==> src/rtl/dmi_reg_target.sv <==
// DMI target stage: answers DTM debug requests from a scratch register file plus
// an exit register, one transaction at a time with a fixed response latency.
module dmi_reg_target #(
    parameter int         NREGS        = 16,
    parameter int         RESP_LATENCY = 2,
    parameter logic [6:0] EXIT_ADDR    = 7'h7F
) (
    input  logic        clk,
    input  logic        reset,
    input  logic        debug_req_valid,
    output logic        debug_req_ready,
    input  logic [6:0]  debug_req_bits_addr,
    input  logic [1:0]  debug_req_bits_op,
    input  logic [31:0] debug_req_bits_data,
    output logic        debug_resp_valid,
    input  logic        debug_resp_ready,
    output logic [1:0]  debug_resp_bits_resp,
    output logic [31:0] debug_resp_bits_data,
    output logic [31:0] exit
);

    localparam int         IDX_W   = (NREGS > 1) ? $clog2(NREGS) : 1;
    localparam logic [6:0] NREGS_A = 7'(NREGS);
    localparam logic [3:0] LATENCY = 4'(RESP_LATENCY);

    typedef enum logic [1:0] {IDLE, WAIT, RESP} state_t;

    state_t            state_q, state_d;
    logic [3:0]        wait_cnt_q, wait_cnt_d;
    logic [31:0]       regs_q [NREGS];
    logic [31:0]       exit_q;
    logic [1:0]        resp_q, dec_resp;
    logic [31:0]       resp_data_q, dec_data;
    logic              accept, is_reg, is_exit, reg_we, exit_we;
    logic [IDX_W-1:0]  idx;

    assign debug_req_ready = (state_q == IDLE) && !reset;
    assign accept          = debug_req_valid && debug_req_ready;
    assign is_reg          = debug_req_bits_addr < NREGS_A;
    assign is_exit         = debug_req_bits_addr == EXIT_ADDR;
    assign idx             = debug_req_bits_addr[IDX_W-1:0];
    assign reg_we          = accept && (debug_req_bits_op == 2'd2) && is_reg;
    assign exit_we         = accept && (debug_req_bits_op == 2'd2) && is_exit;

    // Response decode; reads sample the register contents as of the accept edge.
    always_comb begin
        dec_resp = 2'd0;
        dec_data = '0;
        case (debug_req_bits_op)
            2'd0: ;
            2'd1: begin
                if (is_reg)       dec_data = regs_q[idx];
                else if (is_exit) dec_data = exit_q;
                else              dec_resp = 2'd2;
            end
            2'd2: begin
                if (!(is_reg || is_exit)) dec_resp = 2'd2;
            end
            default: dec_resp = 2'd2;
        endcase
    end

    always_comb begin
        state_d    = state_q;
        wait_cnt_d = wait_cnt_q;
        case (state_q)
            IDLE: begin
                if (accept) begin
                    if (LATENCY != 4'd0) begin
                        state_d    = WAIT;
                        wait_cnt_d = LATENCY;
                    end else begin
                        state_d = RESP;
                    end
                end
            end
            WAIT: begin
                wait_cnt_d = wait_cnt_q - 4'd1;
                if (wait_cnt_q == 4'd1) state_d = RESP;
            end
            RESP: begin
                if (debug_resp_ready) state_d = IDLE;
            end
            default: state_d = IDLE;
        endcase
    end

    always_ff @(posedge clk) begin
        if (reset) begin
            state_q     <= IDLE;
            wait_cnt_q  <= '0;
            resp_q      <= '0;
            resp_data_q <= '0;
        end else begin
            state_q    <= state_d;
            wait_cnt_q <= wait_cnt_d;
            if (accept) begin
                resp_q      <= dec_resp;
                resp_data_q <= dec_data;
            end
        end
    end

    // Clearing on reset also discards a write committed by a dropped transaction.
    always_ff @(posedge clk) begin
        if (reset) begin
            for (int i = 0; i < NREGS; i++) regs_q[i] <= '0;
            exit_q <= '0;
        end else begin
            if (reg_we)  regs_q[idx] <= debug_req_bits_data;
            if (exit_we) exit_q      <= debug_req_bits_data;
        end
    end

    assign debug_resp_valid     = (state_q == RESP);
    assign debug_resp_bits_resp = resp_q;
    assign debug_resp_bits_data = resp_data_q;
    assign exit                 = exit_q;

endmodule

==> config.mk <==
export PLATFORM = sky130hd
export DESIGN_NAME = dmi_reg_target
export DESIGN_NICKNAME = d
export VERILOG_FILES = /design/src/rtl/dmi_reg_target.sv
export SDC_FILE = /design/constraint.sdc
export NUM_CORES = 1
export LEC_CHECK = 0
export BUFFER_PORTS_ARGS = -buffer_cell sky130_fd_sc_hd__buf_2
export CAP_MARGIN = 20
export CORE_MARGIN = 1
export CORE_UTILIZATION = 30
export CTS_CLUSTER_DIAMETER = 60
export DETAILED_ROUTE_END_ITERATION = 8
export GPL_TIMING_DRIVEN = 0
export PLACE_DENSITY = 0.5
export SETUP_SLACK_MARGIN = 0.05
export SLEW_MARGIN = 20
export SYNTH_ARGS = -nofsm -noshare
export SYNTH_HDL_FRONTEND = slang
export SYNTH_SLANG_ARGS = --single-unit
==> constraint.sdc <==
create_clock -name clk -period 3.1 [get_ports clk]
set_clock_uncertainty 0.1 [all_clocks]
set_input_delay 0.31 -clock clk [delete_from_list [all_inputs] [get_ports clk]]
set_output_delay 0.31 -clock clk [all_outputs]
set_load 0.03 [all_outputs]
======== Word-level counts from Yosys, hierarchy flattened ========
Memories as Yosys holds them, arrays and structs flattened.
Index checks and enable logic that the tools add are counted.
storage, ports and cells
  register bits ........................... 72
  bits in writable memories ............... 512
  input bits .............................. 45
  output and inout port bits .............. 68
  logic and storage cells ................. 51
  memories kept ........................... 1
cells by class
  $add $sub $neg .......................... 1
  magnitude comparators ................... 1
  eq/ne operators ......................... 9
  multiplexer cells ....................... 21
  reductions and logical operators ........ 13
memories
  memory  depth  bits a word  rd ports  clocked after Yosys merged registers in  wr ports  RTL line  text
  regs_q  16     32           1         0                                        16        30        logic [31:0] regs_q [NREGS];
operators by type and width
  operator               count
  $mux W32               4
  $reduce_or A32 Y1      1
  $mux W2                6
  $pmux W2 S3            2
  $mux W4                2
  $pmux W4 S2            1
  $eq A7 B7 Y1 const B   1
  $lt A7 B5 Y1 const B   1
  $mux W1                6
  $logic_and A1 B1 Y1    5
  $eq A2 B1 Y1 const B   2
  $eq A2 B2 Y1 const B   2
  $eq A4 B1 Y1 const B   1
  $logic_not A2 Y1       2
  $ne A2 B2 Y1 const B   2
  $sub A4 B1 Y4 const B  1
  $reduce_and A3 Y1      1
  $ne A2 B1 Y1 const B   1
  $reduce_and A2 Y1      1
  $reduce_bool A2 Y1     1
  $logic_not A1 Y1       1
  $logic_or A1 B1 Y1     1

======== Longest topological paths before layout ========
  depth in word-level cells ............... 10
  mapped depth ............................ 8

======== Least setup slack after synthesis ========
Ideal clock, no wire load.
  path type ............................... register to register
  start point ............................. register state_q[0]
  end point ............................... memory regs_q[3][0], enable pin
  setup time .............................. 0.375 ns
  arrival time ............................ 1.830 ns
  slack ................................... 0.795 ns
  stages on the path, launching flop included .. 6
  buffers on the path ..................... 1
  path through ............................ dfxtp_1 -> buf_4 -> nor4b_4 -> nand3_2 -> nor4_4 -> or2_2
RTL lines
  item                      RTL line  text
  start: declaration        28        state_t state_q, state_d;
  start signal: assignment  95        state_q <= state_d;
  end: declaration          30

======== Worst setup path after layout ========
  start point ............................. register state_q[0]
  end point ............................... register resp_q[1] (netlist: debug_resp_bits_resp[1])
between the ends
  cells in the longest elaborated chain, start to end .. 3
ends and longest elaborated chain
  item                    RTL line  text
  $logic_not A2 Y1        37        assign debug_req_ready = (state_q == IDLE) && !reset;
  $logic_and A1 B1 Y1     37
  $logic_and A1 B1 Y1     38        assign accept = debug_req_valid && debug_req_ready;
  end signal: assignment  98        resp_q <= dec_resp;
  end: declaration        32        logic [1:0] resp_q, dec_resp;
Every way passes these cells.
A chain may end at the register's enable or synchronous reset.

==> results.json <==
{
  "synth_cell_types": 49,
  "grt_usage": 0.223,
  "cp.arrival_ps": 3310,
  "io_pins": 113,
  "powerDensity_nw_per_um2": 577,
  "worst_pin_slew_ps": 1140,
  "internal-power_w": 0.0139,
  "syn_inst": 2000,
  "fin_util": 0.358,
  "fin_ws_ps": 182,
  "place_congestion": 0.866,
  "r2r_end": "debug_resp_bits_resp[1]",
  "regArea_um2": 16800,
  "dr.first_iter.drc_count": 2283,
  "dieArea_um2": 90400,
  "cts_htree_levels": 3,
  "slew_headroom": 0.237,
  "share_comb_of_total_power": 0.074,
  "drv_slew": 0,
  "synth_edf_count": 512,
  "finalSetupViolCount": 0,
  "hold_class": "input port to register",
  "syn_nets": 2047,
  "clk_path_buf_depth": 3,
  "grt_max_degree": 33,
  "status": "finished clean",
  "switchingPower_w": 0.00437,
  "layout-drive-gt1-share": 0.194,
  "syn_area_um2": 26800,
  "r2r_slack_ps": 180,
  "synthToLayoutAreaGrowth_pct": 18.3,
  "start_util": 0.303,
  "cts.sink_count": 583,
  "die_h_um": 301,
  "hold_viol_final": 0,
  "instances_no_fill": 3462,
  "rows": 109,
  "r2r_cells": 8,
  "placed_area_um2": 28800,
  "antenna_found_initial": 1,
  "period_share": 0.941,
  "dp.cells": 3273,
  "cts_buffers": 68,
  "max_freq_mhz": 343,
  "routed-via-count": 18200,
  "first_pass_iters": 6,
  "cp-end-kind": "register",
  "async_flop_share": 0,
  "drc_errors": 0,
  "rsz0062_at_grt": "no",
  "post-route-min-period_ps": 2920,
  "hold_path.startpoint": "debug_req_valid",
  "vias_per_cell": 5.25,
  "cts_root_buffer": "clkbuf_16",
  "layout.nets": 2284,
  "grt_pass1_wl_um": 139000,
  "routed_wl_um": 103000,
  "startpoint": "state_q[0]",
  "cp-start-kind": "register",
  "max_cap_violations": 0,
  "yosysWarnings": 0,
  "routedWlPerCell_um": 29.6,
  "yosys_most_used_dff": "edfxtp_1",
  "ys_ff_latch": 583,
  "ir_drop_uv": 397,
  "power.total_w": 0.0183,
  "pre_cts_ws_ps": -490,
  "core_um2": 88400,
  "die_x_um": 301,
  "path_class": "register to register",
  "ant_nets": 0,
  "r2r-start": "state_q[0]",
  "crit_required_ps": 3490,
  "cts_tree": "done",
  "multi_input_area_um2": 9380,
  "grt_overflow": 0,
  "cellLeakagePower_nw": 11.8,
  "switching_share": 0.239,
  "seq_power_share": 0.485,
  "crit_path_max_fanout": 10,
  "design_area_um2": 31700,
  "ys_seq_area_frac": 0.627,
  "hpwl_um": 63300,
  "pwr-share-clk": 0.441,
  "portBuffers": 107,
  "path_clk_slew_ps": 50,
  "syn_area_per_cell_um2": 13.4,
  "clk_latency_ps": 620,
  "hold_depth": 3,
  "grt_pass1_vias": 18100,
  "hold-path-endpoint": "state_q[0]",
  "fillCellCount": 8644
}
[registers in the layout, summed over array words and instances (netlist names)]
signal and count:
debug_resp_bits_data 32, debug_resp_bits_resp 1, exit 32, regs_q 512, state_q 2, wait_cnt_q 4
[worst max path at each step]
stage / end / cells after the start
2_1_floorplan: regs_q[3][0] / 5
3_3_place_gp: regs_q[15][14] / 5
3_5_place_dp: regs_q[1][6] / 6
4_1_cts: regs_q[0][27] / 6
5_1_grt: debug_resp_bits_resp[1] / 8
6_report: debug_resp_bits_resp[1] / 8
[cells by family (layout without fill, tap and decap cells)]
kind of cell	after synthesis	in the layout	synth area share
flip-flops	583	583	0.627
AND/OR/NAND/NOR	720	735	0.160
multiplexers	226	226	0.0995
buffers and inverters	189	467	0.0306
AO/OA/AOI/OAI	279	279	0.0817
adder cells (fa/ha/maj)	2	2	0.000935
other	1	5	0.000140
[routing by layer]
layer / wire length, um / vias up / track usage
li1: - / 7822 / -
met1: 43000 / 9338 / 0.299
met2: 47900 / 816 / 0.359
met3: 7870 / 191 / 0.0383
met4: 3890 / 0 / 0.0894
met5: 0 / - / 0
[synthesized netlist by cell type (36+ instances only)]
cell,n,area share
and2_1,513,0.12
a21oi_1,36,0.0067
mux2i_1,193,0.072
buf_2,39,0.0073
edfxtp_1,512,0.57
nand2_1,87,0.012
o21ai_0,46,0.0086
nor3_1,36,0.0067
clkbuf_1,132,0.019
dfxtp_1,71,0.053
[area by class of cell]
type	count	area share
clock buffers	103	0.0605
plain buffers	187	0.0268
inverters	2	0.000237
flip-flops and latches	583	0.530
multi-input cells	1243	0.296
well taps	1165	0.0460
clock inverters	23	0.00842
repair buffers	152	0.0311
diodes	4	0.000316
[cells in the final DEF (no fill, tap or decap), types with 5 or more instances in the layout]
master	n
mux2i_1	193
nand2_1	87
a31o_2	32
nor3_1	36
buf_6	5
bufinv_16	5
o21ai_0	46
nor2_2	8
buf_4	13
edfxtp_1	512
mux4_2	32
o2bb2ai_1	32
clkbuf_2	31
a22oi_1	20
nor3_4	5
clkbuf_16	71
clkinv_1	9
nand3_1	19
or2_4	30
clkbuf_1	132
a2bb2oi_1	18
nor2b_1	5
o22ai_1	32
dfxtp_1	71
and2_1	513
a22oi_2	13
a21oi_1	36
buf_2	146
a221oi_1	15
a211oi_2	30
nor2_1	7
dlygate4sd3_1	36
[through the flow]
step           hold slack, ps  TNS [ps]
4_1_cts                  22.8    -10390
2_1_floorplan             346         0
3_5_place_dp              367   -127000
6_report                 32.5         0
3_3_place_gp              356   -490470
5_1_grt                  46.7         0
[power groups by stage]
stage / clock network, W / registers (W) / logic [W]
global placement: 0 / 0.00901 / 0.00122
global route: 0.00841 / 0.00887 / 0.00140
floorplan: 0 / 0.00900 / 0.000676
CTS: 0.00812 / 0.00885 / 0.00133
finish: 0.00806 / 0.00885 / 0.00135
detailed placement: 0 / 0.00902 / 0.00124
[critical path: stages (launching register included)]
cell and delay, ps:
dfxtp_1 300, buf_4 160, or4b_4 520, buf_6 170, buf_2 270, clkbuf_1 400, nand3b_1 200, o31ai_1 80
dlygate4sd3_1 580
[what timing repair did]
item / 4_1_cts / 5_1_grt
hold endpoints to repair: 123 / 0
setup buffers: 3 / 4
gates cloned: 13 / 2
hold buffers: 36 / 0
resized for setup: 46 / 20
setup endpoints to repair: 679 / 496
pin swaps: 4 / 2
No activity file was read; power rests on OpenSTA's default activity.
